<file path="config.mk">
export PLATFORM = sky130hd
export DESIGN_NAME = sseg_scan_decoder_flat
export DESIGN_NICKNAME = d
export VERILOG_FILES = /design/src/rtl/sseg_scan_decoder_if.sv /design/src/rtl/sseg_scan_decoder.sv /design/src/flat_wrapper.sv
export SDC_FILE = /design/constraint.sdc
export NUM_CORES = 1
export LEC_CHECK = 0
export CAP_MARGIN = 20
export CORE_ASPECT_RATIO = 1.5
export CORE_UTILIZATION = 30
export DETAILED_ROUTE_END_ITERATION = 7
export SYNTH_ARGS = -nofsm -noshare
export SYNTH_HDL_FRONTEND = slang
export SYNTH_SLANG_ARGS = --single-unit
</file>
<file path="constraint.sdc">
create_clock -name clk -period 2.8 [get_ports clk]
set_input_delay 0.28 -clock clk [delete_from_list [all_inputs] [get_ports clk]]
set_output_delay 0.28 -clock clk [all_outputs]
set_load 0.05 [all_outputs]
</file>
<file path="src/rtl/sseg_scan_decoder_if.sv">
// Multiplexed seven-segment display bus plus the decoded frame outputs.
// The master drives the scan lines; the slave (decoder) returns rebuilt digits.
interface sseg_scan_decoder_if #(
  parameter int unsigned DIGITS = 4
);
  logic [DIGITS-1:0]   an;
  logic [7:0]          seg;
  logic [4*DIGITS-1:0] value;
  logic [DIGITS-1:0]   blank_mask;
  logic                frame_valid;
  logic                code_err;

  modport master (
    output an,
    output seg,
    input  value,
    input  blank_mask,
    input  frame_valid,
    input  code_err
  );

  modport slave (
    input  an,
    input  seg,
    output value,
    output blank_mask,
    output frame_valid,
    output code_err
  );
endinterface

</file>
<file path="src/rtl/sseg_scan_decoder.sv">
// Samples an active-low multiplexed seven-segment bus, filters ghosting with a stable-run
// counter and publishes a full multi-digit hex value once every digit has been captured.
module sseg_scan_decoder #(
  parameter int unsigned DIGITS = 4,
  parameter int unsigned STABLE = 3
) (
  input logic                clk,
  input logic                rst,
  sseg_scan_decoder_if.slave bus
);

  localparam int unsigned CntW = $clog2(STABLE + 1);
  localparam int unsigned IdxW = $clog2(DIGITS);
  localparam logic [CntW-1:0] CntMax = CntW'(STABLE);
  localparam logic [CntW-1:0] CntOne = CntW'(1);
  localparam logic [DIGITS-1:0] DigOne = DIGITS'(1);

  typedef enum logic [1:0] {
    StIdle,
    StSettle,
    StHeld
  } state_e;

  state_e              state_q, state_d;
  logic [DIGITS-1:0]   an_q;
  logic [7:0]          seg_q;
  logic [CntW-1:0]     cnt_q, cnt_d;
  logic [DIGITS-1:0]   seen_q, seen_d;
  logic [4*DIGITS-1:0] shadow_q, shadow_d;
  logic [DIGITS-1:0]   sblank_q, sblank_d;
  logic [4*DIGITS-1:0] value_q, value_d;
  logic [DIGITS-1:0]   blank_q, blank_d;
  logic                frame_valid_q, frame_valid_d;
  logic                code_err_q, code_err_d;

  logic                changed;
  logic                in_valid;
  logic [DIGITS-1:0]   in_sel;
  logic                commit;
  logic                known;
  logic                is_blank;
  logic [3:0]          nibble;
  logic [IdxW-1:0]     idx;
  logic [DIGITS-1:0]   slot_bit;

  // Exactly one anode low: the inverted vector must be a non-zero power of two.
  assign in_sel   = ~bus.an;
  assign in_valid = (in_sel != '0) && ((in_sel & (in_sel - DigOne)) == '0);
  assign changed  = ({bus.an, bus.seg} != {an_q, seg_q});
  assign commit   = (state_q == StSettle) && (cnt_q == CntMax);

  always_comb begin
    known    = 1'b1;
    is_blank = 1'b0;
    nibble   = 4'h0;
    case (seg_q)
      8'h40:   nibble = 4'h0;
      8'h79:   nibble = 4'h1;
      8'h24:   nibble = 4'h2;
      8'h30:   nibble = 4'h3;
      8'h19:   nibble = 4'h4;
      8'h12:   nibble = 4'h5;
      8'h02:   nibble = 4'h6;
      8'h78:   nibble = 4'h7;
      8'h00:   nibble = 4'h8;
      8'h10:   nibble = 4'h9;
      8'h08:   nibble = 4'hA;
      8'h03:   nibble = 4'hB;
      8'h46:   nibble = 4'hC;
      8'h21:   nibble = 4'hD;
      8'h06:   nibble = 4'hE;
      8'h0E:   nibble = 4'hF;
      8'hFF:   is_blank = 1'b1;
      default: known = 1'b0;
    endcase
  end

  // Only consulted on commit, when the captured anode is known to be one-hot.
  always_comb begin
    idx = '0;
    for (int unsigned i = 0; i < DIGITS; i++) begin
      if (!an_q[i]) begin
        idx = IdxW'(i);
      end
    end
  end

  assign slot_bit = DigOne << idx;

  always_comb begin
    state_d       = state_q;
    cnt_d         = cnt_q;
    seen_d        = seen_q;
    shadow_d      = shadow_q;
    sblank_d      = sblank_q;
    value_d       = value_q;
    blank_d       = blank_q;
    frame_valid_d = 1'b0;
    code_err_d    = 1'b0;

    if (changed) begin
      cnt_d = CntOne;
    end else if (cnt_q != CntMax) begin
      cnt_d = cnt_q + CntOne;
    end

    if (commit) begin
      state_d = StHeld;
      if (known) begin
        shadow_d[{idx, 2'b00} +: 4] = nibble;
        sblank_d                    = is_blank ? (sblank_q | slot_bit) : (sblank_q & ~slot_bit);
        seen_d                      = seen_q | slot_bit;
        if (&seen_d) begin
          value_d       = shadow_d;
          blank_d       = sblank_d;
          frame_valid_d = 1'b1;
          seen_d        = '0;
        end
      end else begin
        code_err_d = 1'b1;
      end
    end

    // A new capture always restarts the run, even on the commit edge itself.
    if (changed) begin
      state_d = in_valid ? StSettle : StIdle;
    end
  end

  always_ff @(posedge clk or posedge rst) begin
    if (rst) begin
      state_q       <= StIdle;
      an_q          <= '1;
      seg_q         <= 8'hFF;
      cnt_q         <= '0;
      seen_q        <= '0;
      shadow_q      <= '0;
      sblank_q      <= '0;
      value_q       <= '0;
      blank_q       <= '1;
      frame_valid_q <= 1'b0;
      code_err_q    <= 1'b0;
    end else begin
      state_q       <= state_d;
      an_q          <= bus.an;
      seg_q         <= bus.seg;
      cnt_q         <= cnt_d;
      seen_q        <= seen_d;
      shadow_q      <= shadow_d;
      sblank_q      <= sblank_d;
      value_q       <= value_d;
      blank_q       <= blank_d;
      frame_valid_q <= frame_valid_d;
      code_err_q    <= code_err_d;
    end
  end

  assign bus.value       = value_q;
  assign bus.blank_mask  = blank_q;
  assign bus.frame_valid = frame_valid_q;
  assign bus.code_err    = code_err_q;

endmodule
</file>
<file path="src/flat_wrapper.sv">
// flat-port wrapper written by rule: the top's interface ports become plain ports
module sseg_scan_decoder_flat 
#(
  parameter int unsigned DIGITS = 4,
  parameter int unsigned STABLE = 3
)
  (clk, rst, bus_an, bus_seg, bus_value, bus_blank_mask, bus_frame_valid, bus_code_err);
  sseg_scan_decoder_if #(.DIGITS(DIGITS)) bus_i ();
  input logic clk;
  input logic rst;
  input wire logic [$bits(bus_i.an)-1:0] bus_an;
  input wire logic [$bits(bus_i.seg)-1:0] bus_seg;
  output wire logic [$bits(bus_i.value)-1:0] bus_value;
  output wire logic [$bits(bus_i.blank_mask)-1:0] bus_blank_mask;
  output wire logic [$bits(bus_i.frame_valid)-1:0] bus_frame_valid;
  output wire logic [$bits(bus_i.code_err)-1:0] bus_code_err;
  assign bus_i.an = bus_an;
  assign bus_i.seg = bus_seg;
  assign bus_value = bus_i.value;
  assign bus_blank_mask = bus_i.blank_mask;
  assign bus_frame_valid = bus_i.frame_valid;
  assign bus_code_err = bus_i.code_err;
  sseg_scan_decoder #(.DIGITS(DIGITS), .STABLE(STABLE)) u_core (.clk(clk), .rst(rst), .bus(bus_i));
endmodule
</file>
==> flow_results.org, run 1 <==
** Outcome
- The run finished with clean final reports.

** Logic synthesis
- The cell count after synthesis came out at 277.
- Number of register bits inferred by synthesis :: 62
- For this run, the number of Yosys warnings is 0.
- Cell type with the largest total area after synthesis :: dfrtp_1
- Each instance of the synthesized netlist takes up on average around 11 um^2.
- By instance count, the leading cell after synthesis is dfrtp_1.
- The share of synthesized area in the top cell type comes to 0.364.
- After synthesis, the netlist uses 54 different library cells.
- Sequential area share after synthesis :: 0.497
- Cell types with the largest area share after synthesis :: dfrtp_1 36%, dfstp_2 13%, mux2_2 7.5%, mux2_1 5.3%, xor2_1 3.9%
- Among all flip-flop cells after synthesis, the most frequent one is dfrtp_1.
- The commonest cells after synthesis are 46 x dfrtp_1, 22 x nand2_1, 21 x mux2_2, 21 x o21ai_0, 16 x dfstp_2.
- Number of enable-type register cells in the synthesized netlist :: 0
- Synth Net Count :: 292
- Share of synthesized flip-flops with an asynchronous set or reset :: 1.00
- The cell area that synthesis handed to floorplanning was 3160 um^2.

** Global route
- Global-route usage over all layers :: 0.143
- Pin count of the biggest net entering global routing :: 48
- GR Overflow Total :: 0
- Number of antenna violations at the first check in global routing :: 0
- The first global-routing pass estimated approximately 12000 um of wire.
- Vias in the first global route :: 2407

** Final layout
- Of the cells placed in the final design, the portion with a size suffix greater than 1 is 0.233.
- Compared with the post-synthesis result, the final layout area differs by 27.3%.
- The final layout contains 332 nets.
- Excluding fillers, the count of instances in the completed layout stands at approximately 460.
- Layout Cell Area excl Fill :: between 4000 and 5000 um^2
- Antenna diode count :: 0

** Timing
- Total count of hold-check failures in the final report :: 0
- Highest Clock Rate :: about 400 MHz
- Dividing the final minimum period by the clock period gives 0.893.
- For the finished layout, the period the worst path requires is around 2.5 ns.
- Maximum clock skew at final layout :: 0.00749 ns
- The max-slew violation count is 0.
- The worst pin sits at a relative slew slack of 0.607.
- Setup violations remaining at the end of the flow were counted as 0.
- For the final routed database, the setup TNS stands at 0 ns.
- At the pin with the least slew margin, the transition time is 0.587 ns.
- Unrepaired setup endpoints after global routing :: false
- Post-Route Hold Slack :: between 0.2 and 0.25 ns

** CTS
- Worst skew pair latency :: 0.33 ns
- Post-CTS setup repair buffer count :: 0
- CTS resizes :: 0
- TritonCTS buffer count :: 9
- Hold-fix buffer count after cts :: 0
- The clock net in this run drives a total of 62 sinks.
- Clock-pin slew was measured on the worst setup and hold paths at roughly 0.050 ns.
- The longest clock path from root to sink contains 2 buffers.
- TritonCTS built the clock tree.
- In this run the number of H-tree levels came out at 3.
- Root buf cell :: clkbuf_16

** Drt
- Met3 routed WL :: ~240 um
- The routed design uses ~3700 um of met2 wire.
- Vias per cell :: ~4.9
- The pre-antenna-repair detailed-routing pass consisted of 5 iterations.
- After detailed routing, the average wire length per cell comes to 14.9 um.
- Wires add up to 6890 um.
- In the final routing, the length of wire on met1 measures around 2800 um.
- For this run, design rule violations remaining after detail routing come to 0.
- Via total after detailed routing :: 2263
- Number of design-rule violations left by the first detailed-router iteration :: 161
- Antenna viol nets, final :: 0
- Highest Signal Layer :: met4

** Hold path
- The tightest min-delay check is of the primary input to async pin type.

** Floorplanning
- Die Height :: 128 um
- The core region is slightly above 10000 um^2.
- The die covers 11000 um^2.
- I/O pin cnt :: 36
- The die is 85.8 um wide.
- The initialized floorplan defines 45 standard-cell rows.
- Starting density of the core :: 0.310

** Critical path
- STA classifies the critical path endpoint as a flip-flop.
- CP Data Required Time :: 3.01 ns
- Worst setup path class :: flip-flop to flip-flop
- Endpoint of the most critical register-to-register path :: u_core.bus.value[3]
- Family with the most delay on the worst path :: compound AO/OA/AOI/OAI gates
- On the critical path, the stage with the largest delay is an instance of dfstp_2.
- Along the worst path, the maximum fanout reaches 25.
- For this run, the slowest stage of the critical path takes 0.68 ns.
- Worst flop-to-flop path startpoint :: u_core.seg_q[1]
- The signal on the critical path passes through nor2b_1 -> a41oi_1 -> o41a_4 -> a211oi_4 -> buf_12 -> mux2_1.
- Launching element type of the critical path :: flip-flop
- Counting both buffers and inverters, the worst setup path holds a total of 1.
- STA puts the critical path data arrival time at between 2 and 3 ns.
- Depth of the worst register-to-register path :: 6
- Worst reg2reg setup slack :: 0.30 ns

** Placed design
- HPWL after detailed placement :: approximately 5000 um
- Cell area after placement :: 3690 um^2
- Final GP Congestion :: 0.803
- Count of buffers from port buffering :: 35
- After detailed placement, the design holds a cell count of 447.

** Power and ir drop
- Static leakage power :: 1.72 nW
- IR analysis of the VDD net gives a maximum drop of ~0.00027 V.
- Power density over cell area :: 567 nW/um^2
- The design draws 0.00228 W.

** Job
- Across the run, the number of max-cap violations was 0.
## worst max-delay path by stage
stage | cells past startpoint | start | slack (ns) | endpoint
after detailed placement | 6 | u_core.seg_q[1] | 0.29 | u_core.bus.value[14]
final | 6 | u_core.seg_q[1] | 0.30 | u_core.bus.value[3]
after global placement | 6 | u_core.seg_q[1] | 0.32 | u_core.bus.value[14]
after CTS | 6 | u_core.seg_q[1] | 0.29 | u_core.bus.value[0]
after global routing | 6 | u_core.seg_q[2] | 0.08 | u_core.shadow_q[14]
after floorplan | 7 | u_core.seg_q[7] | 0.33 | u_core.bus.value[10]
## flip-flops by register name, indices dropped and copies added, names as in the netlist
signal	count
u_core.seen_q	4
u_core.bus.value	16
u_core.bus.blank_mask	4
u_core.an_q	4
u_core.bus.frame_valid	1
u_core.cnt_q	2
u_core.seg_q	8
u_core.bus.code_err	1
u_core.shadow_q	16
u_core.sblank_q	4
u_core.state_q	2
## routing by layer
layer,vias to the layer above,global-route usage
met3,13,0.0335
li1,1089,-
met5,-,0
met1,1115,0.160
met2,46,0.247
met4,0,0.0794
## through the flow
step | setup WS (ns) | util
after floorplan | 0.333 | -
after global placement | 0.319 | 0.362
after detailed placement | 0.292 | 0.362
after CTS | 0.291 | 0.395
after global routing | 0.0839 | 0.395
final | 0.299 | 0.395
## cell usage in the layout, fill, tap and decap left out, types with 2 or more instances in the layout
cell | synthesis | final
dfrtp_1 | 46 | 46
clkdlybuf4s50_1 | 0 | 35
nand2_1 | 22 | 22
o21ai_0 | 21 | 21
mux2_2 | 21 | 21
dfstp_2 | 16 | 16
mux2_1 | 15 | 15
xor2_1 | 14 | 14
nor2_1 | 11 | 11
clkbuf_16 | 0 | 9
buf_4 | 3 | 9
a21oi_1 | 8 | 8
nor4_1 | 7 | 7
inv_1 | 8 | 7
nand3_1 | 5 | 5
a22o_1 | 5 | 5
mux2i_1 | 5 | 5
nor3b_1 | 4 | 4
nand4_1 | 4 | 4
a21boi_1 | 4 | 4
nor2b_1 | 3 | 3
nor3_1 | 3 | 3
o21ba_2 | 3 | 3
and4b_1 | 2 | 2
nor4b_1 | 2 | 2
and3b_1 | 2 | 2
a21o_1 | 2 | 2
a32oi_1 | 2 | 2
a31oi_1 | 2 | 2
bufinv_16 | 0 | 2
clkbuf_8 | 0 | 2
buf_12 | 0 | 2
## layout make-up
| cell class | count | area [um^2] |
|---|---|---|
| Fill cell | 971 | 6170 |
| Sequential cell | 62 | 1570 |
| Multi-Input combinational cell | 190 | 1450 |
| Timing Repair Buffer | 46 | 458 |
| Clock buffer | 11 | 253 |
| Tap cell | 141 | 176 |
| Clock inverter | 5 | 81.3 |
| Inverter | 8 | 30.0 |
## kinds of logic (layout without fill, tap and decap cells)
kind of cell / Yosys count / count (layout) / share of synthesized area
buffers and inverters: 25 / 70 / 0.0428
DFF: 62 / 62 / 0.497
muxes: 41 / 41 / 0.144
adders and majority gates: 1 / 1 / 0.00396
and+or+nand+nor: 73 / 73 / 0.127
AOI/OAI and AO/OA: 60 / 60 / 0.143
xor gates and xnor gates: 15 / 15 / 0.0416
## where the power goes
| group | internal, W | switching, W |
|---|---|---|
| Combinational | 0.0000506 | 0.0000610 |
| Clock | 0.000827 | 0.000398 |
| Sequential | 0.000915 | 0.0000284 |
Power figures use the tool's default switching activity.
==> run 2, diff against run 1 <==
==> constraint.sdc (replaced) <==
create_clock -name clk -period 3.2 [get_ports clk]
set_input_delay 0.32 -clock clk [delete_from_list [all_inputs] [get_ports clk]]
set_output_delay 0.32 -clock clk [all_outputs]
set_load 0.05 [all_outputs]
==> run 2 against run 1 <==
Global-route usage down 0.32 points. Critical endpoint is now u_core.shadow_q[14]. Power down 15%. Utilization decreased by 0.72 points. Clock-buffer cell count shrank 1. Cell count is 0.86% lower. Clock skew shrank 0.00066 ns. Critical path type unchanged. Sequential cell count unchanged. Combinational power decreased by 19%. Design area decreased by 1.8%. Wire length down 1.0%. Worst setup slack gained 0.22 ns.
==> flow_results.org, run 2 (same netlist as run 1, synthesis figures left out) <==
** Timing
- Of the available clock period, the critical path in the final layout requires 0.837.
- The max-slew violation count came to 0.
- Timing would allow up to 373 MHz.
- Final count of negative-setup-slack endpoints :: 0
- Slew @ Worst Pin :: around 0.6 ns
- After routing, the total negative slack on setup checks comes to 0 ns.
- Across all setup checks in the final design, the least slack found is 0.521 ns.
- Measured against its own limit, the worst slew margin works out to 0.592.
- Setup repair after global routing left no endpoint under its margin.
- The total count of hold-check failures in the final report is 0.
- Post-Route Hold Slack :: 0.362 ns
- The smallest clock period supported by the final layout is computed as 2.68 ns.
- Maximum clock skew at final layout :: 0.00683 ns

** Drt
- Wires add up to 6820 um.
- Routed length per placed instance :: 14.9 um
- Antenna viol nets, final :: 0
- After detailed routing, the number of vias per cell comes to 4.86.
- Number of design-rule violations left by the first detailed-router iteration :: between 150 and 200
- Total iterations of the first detailed-routing run :: 4
- Via total after detailed routing :: 2233
- In the routed design, unresolved DRC markers number 0.

** Hold path
- HP Class :: primary input to async pin

** Critical path
- Along the worst path, the maximum fanout reaches 17.
- Launching element type of the critical path :: flip-flop
- For the worst setup path, the data required time is 3.41 ns.
- Arrival time at the worst endpoint :: 2.88 ns
- Worst setup path class :: flip-flop to flip-flop
- STA classifies the critical path endpoint as a flip-flop.

** Outcome
- The flow ran to the end, and the final reports show no timing, DRC or antenna violations.

** Power and ir drop
- Of the total power, the share spent switching nets is 0.214.
- Internal power comes to ~0.0015 W.
- Worst vdd rail ir drop :: 0.000279 V
- Overall power of the completed layout :: a little under 0.002 W
- Static leakage power :: 1.69 nW
- Net Sw Power :: 0.000414 W
- Of the total power, combinational logic draws 0.047.
- Power density over cell area :: between 400 and 500 nW/um^2
- Of the total power, registers draw 0.429.
- Relative contribution of the clock network to total power :: 0.525

** Global route
- Global routing met2 resource utilization :: 0.241
- For this run, global-route usage on met3 was measured as 0.0316.
- Global-route track usage on met1 :: 0.159
- Global route hottest layer :: met2
- First-pass GRT wire length :: between 10000 and 15000 um
- Number of antenna violations at the first check in global routing :: 0
- Entering global routing, the biggest net connects 27 pins.
- Global-route usage over all layers :: 0.139
- The number of global-route vias before repair was approximately 2300.
- GR Overflow Total :: 0

** Placed design
- Input and output buffers added on the ports amount to 35.
- Timing analysis after detailed placement gives a worst setup slack of 0.556 ns.
- Final GP Congestion :: around 0.81
- HPWL after detailed placement :: 4870 um

** CTS
- Clock-pin slew was measured on the worst setup and hold paths at about 0.060 ns.
- Clock tree synthesis inserted a total of 9 buffers.
- After clock tree synthesis, the flow added hold-fix buffers numbering 0.
- Post-CTS setup repair buffer count :: 0
- TritonCTS clock tree :: done
- CTS resizes :: 0
- In this run the number of H-tree levels came out at 3.
- Worst skew pair latency :: 0.33 ns
- The root buffer cell chosen for the clock tree is clkbuf_16.
- Clock tree synthesis found a total of 62 sinks.
- Maximum clock path buffer count :: 2

** Floorplanning
- The initialized floorplan defines 45 standard-cell rows.
- Die X :: between 80 and 90 um
- The floorplan step defined a die boundary enclosing 11000 um^2.
- Measured along the y axis, the die boundary spans 128 um.
- The initial utilization of the core area, before any placement, comes to 0.310.
- The region available for standard cell placement spans 10200 um^2.
- 36 I/O pins were placed.

** Final layout
- Antenna diode count :: 0
- The area growth from synthesis to layout is 25.0%.
- Nets@finish :: 328
- Most common library cell in the layout ignoring fill and taps :: dfrtp_1
- Of the cells placed in the final design, the portion with a size suffix greater than 1 is 0.220.
- Once layout is complete, the utilization of the core stands at 0.388.
- Total of fill cells in the finished design :: around 1000
- The library cells used most frequently in the layout, excluding fill and tap cells, are 46 x dfrtp_1, 35 x clkdlybuf4s50_1, 22 x nand2_1, 21 x o21ai_0, 21 x mux2_2.

** Job
- The tool flagged a number of max-cap violations equal to 0.
==> run 2: critical path, stage by stage (launching register included) <==
cell and delay (ns):
dfstp_2 0.69, and4b_1 0.24, o21ai_0 0.37, o41ai_1 0.17
buf_4 0.18, o31ai_1 0.51, mux2_2 0.41
==> run 2: stage by stage <==
| step | instances | cell area (um^2) |
|---|---|---|
| floorplan | 277 | 3160 |
| global placement | 443 | 3630 |
| detailed placement | 443 | 3630 |
| CTS | 459 | 3950 |
| global route | 459 | 3950 |
| finish | 459 | 3950 |
==> run 2: path summary, 6_finish.rpt <==
path	start	end	slack (ns)	cells after the start
min in group clk	bus_seg[6]	u_core.seg_q[6]	0.45	1
hold / removal	rst	u_core.bus.value[2]	0.36	2
setup / recovery	u_core.seg_q[2]	u_core.shadow_q[14]	0.52	6
hold reg to reg	u_core.shadow_q[15]	u_core.shadow_q[15]	0.48	1
max in group asynchronous	rst	u_core.bus.blank_mask[2]	2.06	3
setup reg to reg	u_core.seg_q[2]	u_core.shadow_q[14]	0.52	6
==> run 2: layer usage <==
metal / wire length, um / share of wire
met5: 0 / 0
met4: 193 / 0.028
met3: 186 / 0.027
met2: 3590 / 0.53
met1: 2850 / 0.42
==> run 2: power groups by stage <==
stage / clock network [W] / registers, W / logic, W
floorplan: 0 / 0.000818 / 0.0000765
global placement: 0 / 0.000841 / 0.0000908
detailed placement: 0 / 0.000842 / 0.0000924
CTS: 0.00104 / 0.000829 / 0.0000925
global route: 0.00108 / 0.000832 / 0.000101
finish: 0.00102 / 0.000829 / 0.0000906
==> run 2: layout make-up <==
class,count,area (um^2),area share
sequential,62,1570,0.398
multi-input combinational,190,1450,0.368
clock inverter,6,86.3,0.0219
clock buffer,10,229,0.0580
tap,141,176,0.0447
inverter,8,30.0,0.00760
timing repair buffer,42,403,0.102
==> run 3, diff against run 2 <==
==> constraint.sdc (replaced) <==
create_clock -name clk -period 2.7 [get_ports clk]
set_input_delay 0.27 -clock clk [delete_from_list [all_inputs] [get_ports clk]]
set_output_delay 0.27 -clock clk [all_outputs]
set_load 0.05 [all_outputs]
==> run 3 against run 2 <==
Wire length grew 0.18%. Largest cell class unchanged. Clock power grew 15%. Clock skew is essentially flat. Register-to-register slack lost 0.31 ns. Worst setup slack lost 0.31 ns. Critical path depth is the same. Sequential power grew 18%. Cell count grew 1.7%. Power grew 17%. Die area is the same. Sequential share of layout area shrank 0.53 points.
==> flow_results.org, run 3 (same netlist as run 1, synthesis figures left out) <==
** Power and ir drop
- For this design the total switching power over the nets is 0.000523 W.
- Relative contribution of the clock network to total power :: 0.518
- The share of total power dissipated in sequential elements is 0.432.
- Of the total power, the share spent switching nets is 0.231.
- Worst vdd rail ir drop :: about 0.00029 V
- In this run the static leakage power is ~1.7 nW.
- Total internal power :: 0.00174 W
- Power density over cell area :: about 570 nW/um^2
- Logic pwr share :: 0.050

** Critical path
- Worst-path maximum fanout :: 14
- Launching element type of the critical path :: flip-flop
- Worst setup path class :: flip-flop to flip-flop
- The worst setup path is captured at a flip-flop.
- Data arrives at the worst endpoint at roughly 2.7 ns.
- CP Data Required Time :: 2.92 ns

** Floorplanning
- I/O pin cnt :: 36
- Die Outline Area :: between 10000 and 15000 um^2
- For this configuration, the core starts out at a cell density of 0.310.
- FP Rows :: 45
- In this run the vertical extent of the chip is 128 um.
- The core region is 10200 um^2.
- Measured along the x axis, the die boundary spans between 80 and 90 um.

** CTS
- Hold-fix buffer count after cts :: 0
- Buffers added to address setup during post-CTS repair amount to 0.
- TritonCTS clock tree :: done
- Maximum clock path buffer count :: 2
- The later pin in the worst-skew pair is clocked with a latency of 0.33 ns.
- The tree is rooted in a clkbuf_16.
- CTS saw 62 sinks.
- H-tree levels :: 3
- TritonCTS buffer count :: 9
- CTS resizes :: 0
- Clk slew on worst S/H paths :: about 0.06 ns

** Timing
- For the final database, setup skew stands at a little under 0.007 ns.
- Total count of hold-check failures in the final report :: 0
- The worst path meets setup with 0.207 ns of slack.
- Setup violations remaining at the end of the flow were counted as 0.
- Highest Clock Rate :: 401 MHz
- The max-slew violation count is 0.
- Dividing the final minimum period by the clock period gives 0.923.
- Setup repair after global routing left no endpoint under its margin.
- Rel. slew slack :: 0.479
- Adding up every negative setup slack in the final design gives 0 ns.
- At the pin with the least slew margin, the transition time is approximately 0.78 ns.
- The worst path needs 2.49 ns of the cycle, external delays included.

** Drt
- Dividing the detail-routed wire length by the instance count gives 14.6 um.
- The count of nets left with antenna violations once routing finished came out at 0.
- For this block, the initial DRC count from the detailed router was 145.
- In the routed layout, each cell is associated on average with a via count of 4.88.
- The first detailed-routing pass took 4 iterations.
- Wires add up to a little under 7000 um.
- In the routed design, unresolved DRC markers number 0.
- Across all layers, the routed design uses ~2300 vias.

** Global route
- Global routing finished with a remaining overflow of 0.
- Pin count of the biggest net entering global routing :: 63
- Vias in the first global route :: 2421
- The first global-routing pass estimated ~12000 um of wire.
- Global-route usage over all layers :: 0.137
- The number of antenna violations at the first check in global routing came to 0.

** Placed design
- Count of buffers from port buffering :: 35
- Prior to clock tree synthesis, the placed netlist has a worst setup slack of 0.214 ns.
- Number of cells after detailed placement :: 451
- The HPWL after detailed placement is 4920 um.
- Final GP Congestion :: just over 0.8

** Job
- Max-cap violations :: 0

** Final layout
- The library cells used most frequently in the layout, excluding fill and tap cells, are 46 x dfrtp_1, 35 x clkdlybuf4s50_1, 22 x nand2_1, 21 x o21ai_0, 21 x mux2_2.
- Area growth, synth to finish :: 26.7%
- Nets@finish :: 336
- Layout cells sized above 1 :: 0.242
- Final instance count without filler cells :: 467
- In the final layout, the multi-input gates occupy 1450 um^2.
- After filler insertion, the fill cell instance count of the layout stands at 988.
- The sequential cells in the finished layout cover a total of 1570 um^2.
- The library cell used most frequently in the layout, excluding fill and tap cells, is dfrtp_1.
- Antenna diode count :: 0

** Outcome
- Result of the run :: finished clean

** Hold path
- HP Class :: primary input to flip-flop
run 3: per-stage QoR:
stage / utilization / hold slack, ns / instance area, um^2 / total power [W]
2_1_floorplan: - / 0.274 / 3160 / 0.00106
3_3_place_gp: 0.363 / 0.464 / 3690 / 0.00111
3_5_place_dp: 0.363 / 0.467 / 3690 / 0.00111
4_1_cts: 0.393 / 0.383 / 4000 / 0.00229
5_1_grt: 0.393 / 0.387 / 4000 / 0.00233
6_report: 0.393 / 0.387 / 4000 / 0.00227
run 3: path summary, 6_finish.rpt:
kind                                      from              endpoint  slack [ns]  cells after the start
max                            u_core.seg_q[1]   u_core.bus.value[9]        0.21                      6
min                                 bus_seg[4]       u_core.seg_q[4]        0.39                      1
max reg2reg                    u_core.seg_q[1]   u_core.bus.value[9]        0.21                      6
min reg2reg                u_core.shadow_q[15]   u_core.shadow_q[15]        0.48                      1
max in group asynchronous                  rst  u_core.bus.value[11]        1.71                      3
min in group asynchronous                  rst     u_core.state_q[1]        0.49                      3
run 3: layout make-up:
| class | instances | area share |
|---|---|---|
| repair buffers | 50 | 0.116 |
| multi-input cells | 190 | 0.363 |
| inverters | 8 | 0.00750 |
| clock inverters | 6 | 0.0175 |
| well taps | 141 | 0.0441 |
| flip-flops and latches | 62 | 0.393 |
| clock buffers | 10 | 0.0597 |
run 3: power groups by stage:
stage	logic [W]	registers [W]	clock network, W
floorplan	0.0000906	0.000970	0
global placement	0.000114	0.000992	0
detailed placement	0.000115	0.000994	0
CTS	0.000116	0.000978	0.00119
global route	0.000126	0.000982	0.00123
finish	0.000113	0.000979	0.00117
run 3: critical path, stage by stage, from the launching register on:
cell and delay [ns]:
dfstp_2 0.68, nor2b_1 0.26, a41oi_1 0.18, o41a_4 0.43, a211oi_4 0.23, buf_4 0.26, mux2_1 0.35
run 3: per-layer routing:
metal | part of all wire | track usage
met5 | 0 | 0
met4 | 0.018 | 0.0588
met3 | 0.023 | 0.0296
met2 | 0.54 | 0.252
met1 | 0.41 | 0.151
